==> src/rtl/sim_ctrl_pkg.sv <==
// Shared types and constants for the NoC simulator run controller.
`ifndef TS_WIDTH
`define TS_WIDTH 10
`endif

package sim_ctrl_pkg;

    localparam int unsigned SIM_TS_WIDTH = `TS_WIDTH;

    typedef enum logic [2:0] {
        ST_IDLE,
        ST_RST,
        ST_CFG,
        ST_RUN,
        ST_DRAIN,
        ST_STATS,
        ST_DONE,
        ST_ERR
    } state_t;

    localparam logic [1:0] ERR_NONE    = 2'b00;
    localparam logic [1:0] ERR_SIM     = 2'b01;
    localparam logic [1:0] ERR_TIMEOUT = 2'b10;

endpackage

==> src/rtl/sim_quiesce_det.sv <==
// Drain monitor: consecutive-quiescent counter plus a saturating drain timeout timer.
module sim_quiesce_det #(
    parameter int unsigned QUIESCE_CYCLES = 8,
    parameter int unsigned DRAIN_TIMEOUT  = 4096
) (
    input  logic clock,
    input  logic reset,
    input  logic clear,
    input  logic quiescent,
    output logic quiesced,
    output logic timeout
);

    localparam int unsigned QW = $clog2(QUIESCE_CYCLES + 1);
    localparam int unsigned TW = $clog2(DRAIN_TIMEOUT + 1);
    localparam logic [QW-1:0] Q_LAST = QW'(QUIESCE_CYCLES - 1);
    localparam logic [QW-1:0] Q_MAX  = QW'(QUIESCE_CYCLES);
    localparam logic [TW-1:0] T_LAST = TW'(DRAIN_TIMEOUT - 1);
    localparam logic [TW-1:0] T_MAX  = TW'(DRAIN_TIMEOUT);

    logic [QW-1:0] q_cnt;
    logic [TW-1:0] timer;

    always_ff @(posedge clock) begin
        if (reset || clear) begin
            q_cnt <= '0;
            timer <= '0;
        end else begin
            if (!quiescent) begin
                q_cnt <= '0;
            end else if (q_cnt != Q_MAX) begin
                q_cnt <= q_cnt + 1'b1;
            end
            if (timer != T_MAX) begin
                timer <= timer + 1'b1;
            end
        end
    end

    // Both flags fire in the cycle that completes the count, so the FSM leaves on that edge.
    always_comb begin
        quiesced = quiescent && (q_cnt >= Q_LAST);
        timeout  = (timer >= T_LAST);
    end

endmodule

==> src/rtl/sim_run_ctrl.sv <==
// Run sequencer for the 9-node NoC simulator: reset, config load, timed run, drain, stats unload.
module sim_run_ctrl
    import sim_ctrl_pkg::*;
#(
    parameter int unsigned CONFIG_WORDS   = 64,
    parameter int unsigned STATS_WORDS    = 32,
    parameter int unsigned TS_WIDTH       = SIM_TS_WIDTH,
    parameter int unsigned RESET_CYCLES   = 4,
    parameter int unsigned QUIESCE_CYCLES = 8,
    parameter int unsigned DRAIN_TIMEOUT  = 4096
) (
    input  logic                clock,
    input  logic                reset,
    input  logic                start,
    input  logic [TS_WIDTH-1:0] run_ticks,
    input  logic [15:0]         cfg_data,
    input  logic                cfg_valid,
    output logic                cfg_ready,
    output logic [15:0]         stats_data,
    output logic                stats_valid,
    input  logic                stats_ready,
    output logic                busy,
    output logic                done,
    output logic                err,
    output logic [1:0]          err_code,
    output logic                sim_reset,
    output logic                sim_enable,
    output logic                sim_stop_injection,
    output logic [15:0]         sim_config_in,
    output logic                sim_config_in_valid,
    output logic                sim_stats_shift,
    input  logic [15:0]         sim_stats_out,
    input  logic                sim_quiescent,
    input  logic                sim_time_tick,
    input  logic                sim_error
);

    localparam int unsigned RW = $clog2(RESET_CYCLES + 1);
    localparam int unsigned CW = $clog2(CONFIG_WORDS + 1);
    localparam int unsigned SW = $clog2(STATS_WORDS + 1);
    localparam logic [RW-1:0] RST_LAST = RW'(RESET_CYCLES - 1);
    localparam logic [CW-1:0] CFG_LAST = CW'(CONFIG_WORDS - 1);
    localparam logic [SW-1:0] STS_LAST = SW'(STATS_WORDS - 1);

    state_t              state, state_nx;
    logic [TS_WIDTH-1:0] run_ticks_q;
    logic [TS_WIDTH-1:0] tick_cnt;
    logic [RW-1:0]       rst_cnt;
    logic [CW-1:0]       cfg_cnt;
    logic [SW-1:0]       stats_cnt;
    logic [1:0]          err_code_q;
    logic [15:0]         cfg_word_q;
    logic                cfg_valid_q;
    logic                shift_d;
    logic                start_ok, cfg_fire, stats_fire, tick_hit;
    logic                quiesced, drain_timeout;

    sim_quiesce_det #(
        .QUIESCE_CYCLES (QUIESCE_CYCLES),
        .DRAIN_TIMEOUT  (DRAIN_TIMEOUT)
    ) u_quiesce_det (
        .clock     (clock),
        .reset     (reset),
        .clear     (state != ST_DRAIN),
        .quiescent (sim_quiescent),
        .quiesced  (quiesced),
        .timeout   (drain_timeout)
    );

    always_ff @(posedge clock) begin
        if (reset) begin
            state       <= ST_IDLE;
            run_ticks_q <= '0;
            tick_cnt    <= '0;
            rst_cnt     <= '0;
            cfg_cnt     <= '0;
            stats_cnt   <= '0;
            err_code_q  <= ERR_NONE;
            cfg_word_q  <= '0;
            cfg_valid_q <= 1'b0;
            shift_d     <= 1'b0;
        end else begin
            state       <= state_nx;
            cfg_valid_q <= cfg_fire;
            shift_d     <= sim_stats_shift;
            rst_cnt     <= (state == ST_RST) ? rst_cnt + 1'b1 : '0;
            if (cfg_fire) begin
                cfg_word_q <= cfg_data;
            end
            if (start_ok) begin
                run_ticks_q <= run_ticks;
                tick_cnt    <= '0;
                cfg_cnt     <= '0;
                stats_cnt   <= '0;
                err_code_q  <= ERR_NONE;
            end else begin
                if (cfg_fire) begin
                    cfg_cnt <= cfg_cnt + 1'b1;
                end
                if (state == ST_RUN && sim_time_tick && tick_cnt != '1) begin
                    tick_cnt <= tick_cnt + 1'b1;
                end
                if (stats_fire) begin
                    stats_cnt <= stats_cnt + 1'b1;
                end
                if ((state == ST_RUN || state == ST_DRAIN) && state_nx == ST_ERR) begin
                    err_code_q <= sim_error ? ERR_SIM : ERR_TIMEOUT;
                end
            end
        end
    end

    always_comb begin
        state_nx            = state;
        busy                = !(state inside {ST_IDLE, ST_DONE, ST_ERR});
        done                = (state == ST_DONE);
        err                 = (state == ST_ERR);
        err_code            = err_code_q;
        cfg_ready           = (state == ST_CFG);
        sim_reset           = (state == ST_RST);
        sim_enable          = (state == ST_RUN) || (state == ST_DRAIN);
        sim_stop_injection  = (state == ST_DRAIN);
        sim_config_in       = cfg_word_q;
        sim_config_in_valid = cfg_valid_q;
        // One bubble after each shift lets the chain head settle before it is offered again.
        stats_valid         = (state == ST_STATS) && !shift_d;
        stats_data          = (state == ST_STATS) ? sim_stats_out : '0;
        sim_stats_shift     = stats_valid && stats_ready;
        start_ok            = start && !busy;
        cfg_fire            = cfg_ready && cfg_valid;
        stats_fire          = sim_stats_shift;
        tick_hit            = sim_time_tick && ((tick_cnt + 1'b1) == run_ticks_q);

        unique case (state)
            ST_IDLE, ST_DONE, ST_ERR: begin
                if (start) state_nx = ST_RST;
            end
            ST_RST: begin
                if (rst_cnt == RST_LAST) state_nx = ST_CFG;
            end
            ST_CFG: begin
                if (cfg_fire && cfg_cnt == CFG_LAST) begin
                    state_nx = (run_ticks_q == '0) ? ST_DRAIN : ST_RUN;
                end
            end
            ST_RUN: begin
                if (sim_error)     state_nx = ST_ERR;
                else if (tick_hit) state_nx = ST_DRAIN;
            end
            ST_DRAIN: begin
                if (sim_error)          state_nx = ST_ERR;
                else if (quiesced)      state_nx = ST_STATS;
                else if (drain_timeout) state_nx = ST_ERR;
            end
            ST_STATS: begin
                if (stats_fire && stats_cnt == STS_LAST) state_nx = ST_DONE;
            end
            default: state_nx = ST_IDLE;
        endcase
    end

endmodule

==> config.mk <==
export PLATFORM = sky130hd
export DESIGN_NAME = sim_run_ctrl
export DESIGN_NICKNAME = d
export VERILOG_FILES = /design/src/rtl/sim_ctrl_pkg.sv /design/src/rtl/sim_quiesce_det.sv /design/src/rtl/sim_run_ctrl.sv
export SDC_FILE = /design/constraint.sdc
export NUM_CORES = 1
export LEC_CHECK = 0
export ABC_AREA = 1
export BUFFER_PORTS_ARGS = -buffer_cell sky130_fd_sc_hd__buf_2
export CAP_MARGIN = 20
export CORE_MARGIN = 1
export CORE_UTILIZATION = 54
export CTS_CLUSTER_DIAMETER = 120
export CTS_CLUSTER_SIZE = 24
export DETAILED_ROUTE_END_ITERATION = 10
export PLACE_DENSITY_LB_ADDON = 0.12
export SYNTH_ARGS = -nofsm -noshare
export SYNTH_HDL_FRONTEND = slang
export SYNTH_SLANG_ARGS = --single-unit
==> constraint.sdc <==
create_clock -name clock -period 2.3 [get_ports clock]
set_input_delay 0.23 -clock clock [delete_from_list [all_inputs] [get_ports clock]]
set_output_delay 0.23 -clock clock [all_outputs]
set_load 0.02 [all_outputs]
==> qor.yml <==
outcome:
  status: "finished, final reports clean"
floorplan:
  fp.coreArea_um2: 7210
  die_h_um: 88.1
  rows: 31
  initial_core_util: 0.555
  io_pins: 94
  fp.dieW_um: 88.1
  die_area_um2: 7760
detailed_routing:
  drc_errors: 0
  first_pass_iters: 5
  post_drt_wl_per_cell_um: 11.6
  via_per_inst: 5.02
  ant_nets: 0
  initialDrtViolationCount: 232
  vias: 4060
  finalWirelength_um: 9400
power:
  clkPwrFrac: 0.375
  power.internal_mw: 1.84
  seq_power_share: 0.531
  vdd_drop_max_mv: 0.347
  p_sw_uw: 711
  combPwrFrac: 0.094
  swShare: 0.279
  p_leak_nw: 2.20
  powerDensity_nw_per_um2: 532
clocking:
  cts_hold_buffers: 0
  postCtsSetupBuffers: 0
  clock-sinks: 76
  cts_tree: "built"
  clockBufferDepth: 2
  htree_levels: 3
  numCtsBuffers: 9
  clkTransAtPathRegs_ns: 0.09
  cts_root_buffer: "clkbuf_8"
  cts_resized: 0
  insertion_delay_ns: 0.36
placement:
  dp_cells: 793
  routabilityCongestion: 0.954
  dp_hpwl_um: 7270
  portBuffers: 93
timing:
  rsz0062_at_grt: "false"
  finalSetupViolations: 0
  fin_hold_ws_ns: 0.112
  slew_headroom: 0.596
  fin_skew_ns: 0.0101
  drv_slew: 0
  tns_ns: 0
  max_freq_ghz: 0.489
  worst_slew_pin_slew_ns: 0.606
  post-route-min-period_ns: 2.05
  hold_viol: 0
  min_period_over_period: 0.889
synth:
  synth_cells: 606
  synth_xor_area_frac: 0.00875
  yosys.area.top_type: "dfxtp_1"
  synth_area_leaders: "dfxtp_1 (38%), nand2_1 (10%), nor2_1 (9.6%)"
  ys.flop_type: "dfxtp_1"
  synthesis.area_um2: 4000
  synthArstFlopShare: 0
  synth_compound_gate_area_share: 0.125
  synth_nets: 665
  synth_top_family_by_area: "simple AND/OR/NAND/NOR gates"
  synth_edf_count: 0
  avgSynthCellArea_um2: 6.60
  yosysUniqueCellTypes: 34
  seq_area_frac_synth: 0.380
  ys_ff_latch: 76
  synth.yosys.warnings: 0
  synth_top_cell_area_share: 0.380
  synthMuxAreaShare: 0
  yosys.area_share.adder: 0.0281
  synth-simple-area-share: 0.349
global_routing:
  grt_remaining_overflow: 0
  met1_usage: 0.304
  gr-usage-all-layers: 0.246
  antenna_found_initial: 0
  grt_max_degree: 27
  met2_usage: 0.412
  grt_pass1_vias: 3448
  grt_pass1_wl_um: 14800
  grtUsageMet3: 0.0650
  grt.busiest_layer: "met2"
final_layout:
  fin_cells: 809
  final_cell_mix: "nand2_1 (106), nor2_1 (102), inv_1 (100)"
  synthToLayoutAreaGrowth_pct: 19.7
  multi_input_area_um2: 2050
  final_nets: 764
  seqCellArea_um2: 1530
  layout_commonest_cell: "nand2_1"
  diodes: 0
  drive_gt1_frac: 0.206
  nFillCells: 638
  final_util: 0.664
critical_path:
  worstPathArrival_ns: 1.82
  crit_type: "flop to output pin"
  crit_fanout: 17
  critPathLaunchType: "flop"
  worstSetupEndpointType: "output pin"
  required_ns: 2.07
min_path:
  hold_class: "input pin to flop"
flow_run:
  drv_cap: 0
## state kept, by name (all words and copies together), names as in the netlist, 2 cells and up
name / count
sim_config_in: 16
u_quiesce_det.timer: 13
run_ticks_q: 10
tick_cnt: 10
cfg_cnt: 7
stats_cnt: 6
u_quiesce_det.q_cnt: 4
rst_cnt: 3
state: 3
err_code: 2
## per-stage QoR
| step | worst slack, ns | total power, mW | cell area [µm²] |
|---|---|---|---|
| CTS | 0.139 | 2.57 | 4780 |
| floorplan | 0.435 | 1.53 | 4000 |
| global placement | 0.327 | 1.62 | 4600 |
| global route | 0.00279 | 2.67 | 4790 |
| finish | 0.255 | 2.55 | 4790 |
| detailed placement | 0.230 | 1.62 | 4600 |
## routing by layer
metal	vias up	wire [µm]
met3	9	650
met1	1806	4170
li1	2130	-
met2	115	4460
met5	-	0
met4	0	119
## final timing paths
path                              startpoint                 to  slack [ns]  cells past startpoint
worst min register to register    rst_cnt[0]         rst_cnt[0]        0.42                      1
worst max-delay path                state[0]      stats_data[9]        0.25                      5
worst min-delay path            cfg_data[14]  sim_config_in[14]        0.11                      3
worst max register to register   tick_cnt[0]        err_code[1]        0.26                     15
## cell usage after synthesis, types with 3 or more instances
cell and instances:
dfxtp_1 76, inv_1 100, clkinv_1 3, o21ai_0 46, a31oi_1 4, nor3_1 15, xor2_1 4, nand4_1 13
nor2_1 102, nor3b_1 3, a21oi_1 41, clkbuf_1 9, nand2_2 7, nand3_1 39, nor2_4 5, nand2_1 107
ha_1 9
## worst max-delay path: stages (launching register included)
cell and delay, ns:
dfxtp_1 0.55, nand2_4 0.11, nor2_4 0.18, clkinvlp_4 0.28, nor2_1 0.16, buf_2 0.18
## area by class of cell
cell class | count | area share
Multi-Input combinational cell | 414 | 0.427
Sequential cell | 76 | 0.319
Timing Repair Buffer | 100 | 0.108
Clock buffer | 9 | 0.0259
Inverter | 104 | 0.0823
Tap cell | 99 | 0.0259
Clock inverter | 7 | 0.0123
## cells by family (layout without fill, tap and decap cells)
family / after synthesis / after routing
and+or+nand+nor: 305 / 305
buffers and inverters: 116 / 220
AOI/OAI and AO/OA: 96 / 96
DFF: 76 / 76
adders and majority gates: 9 / 9
xor gates and xnor gates: 4 / 4
## power groups by stage
stage / Combinational (mW) / Sequential, mW / Clock (mW)
3_5_place_dp: 0.239 / 1.39 / 0
6_report: 0.239 / 1.35 / 0.955
3_3_place_gp: 0.235 / 1.38 / 0
5_1_grt: 0.272 / 1.36 / 1.04
4_1_cts: 0.240 / 1.35 / 0.975
2_1_floorplan: 0.147 / 1.38 / 0
Power figures use the tool's default switching activity.
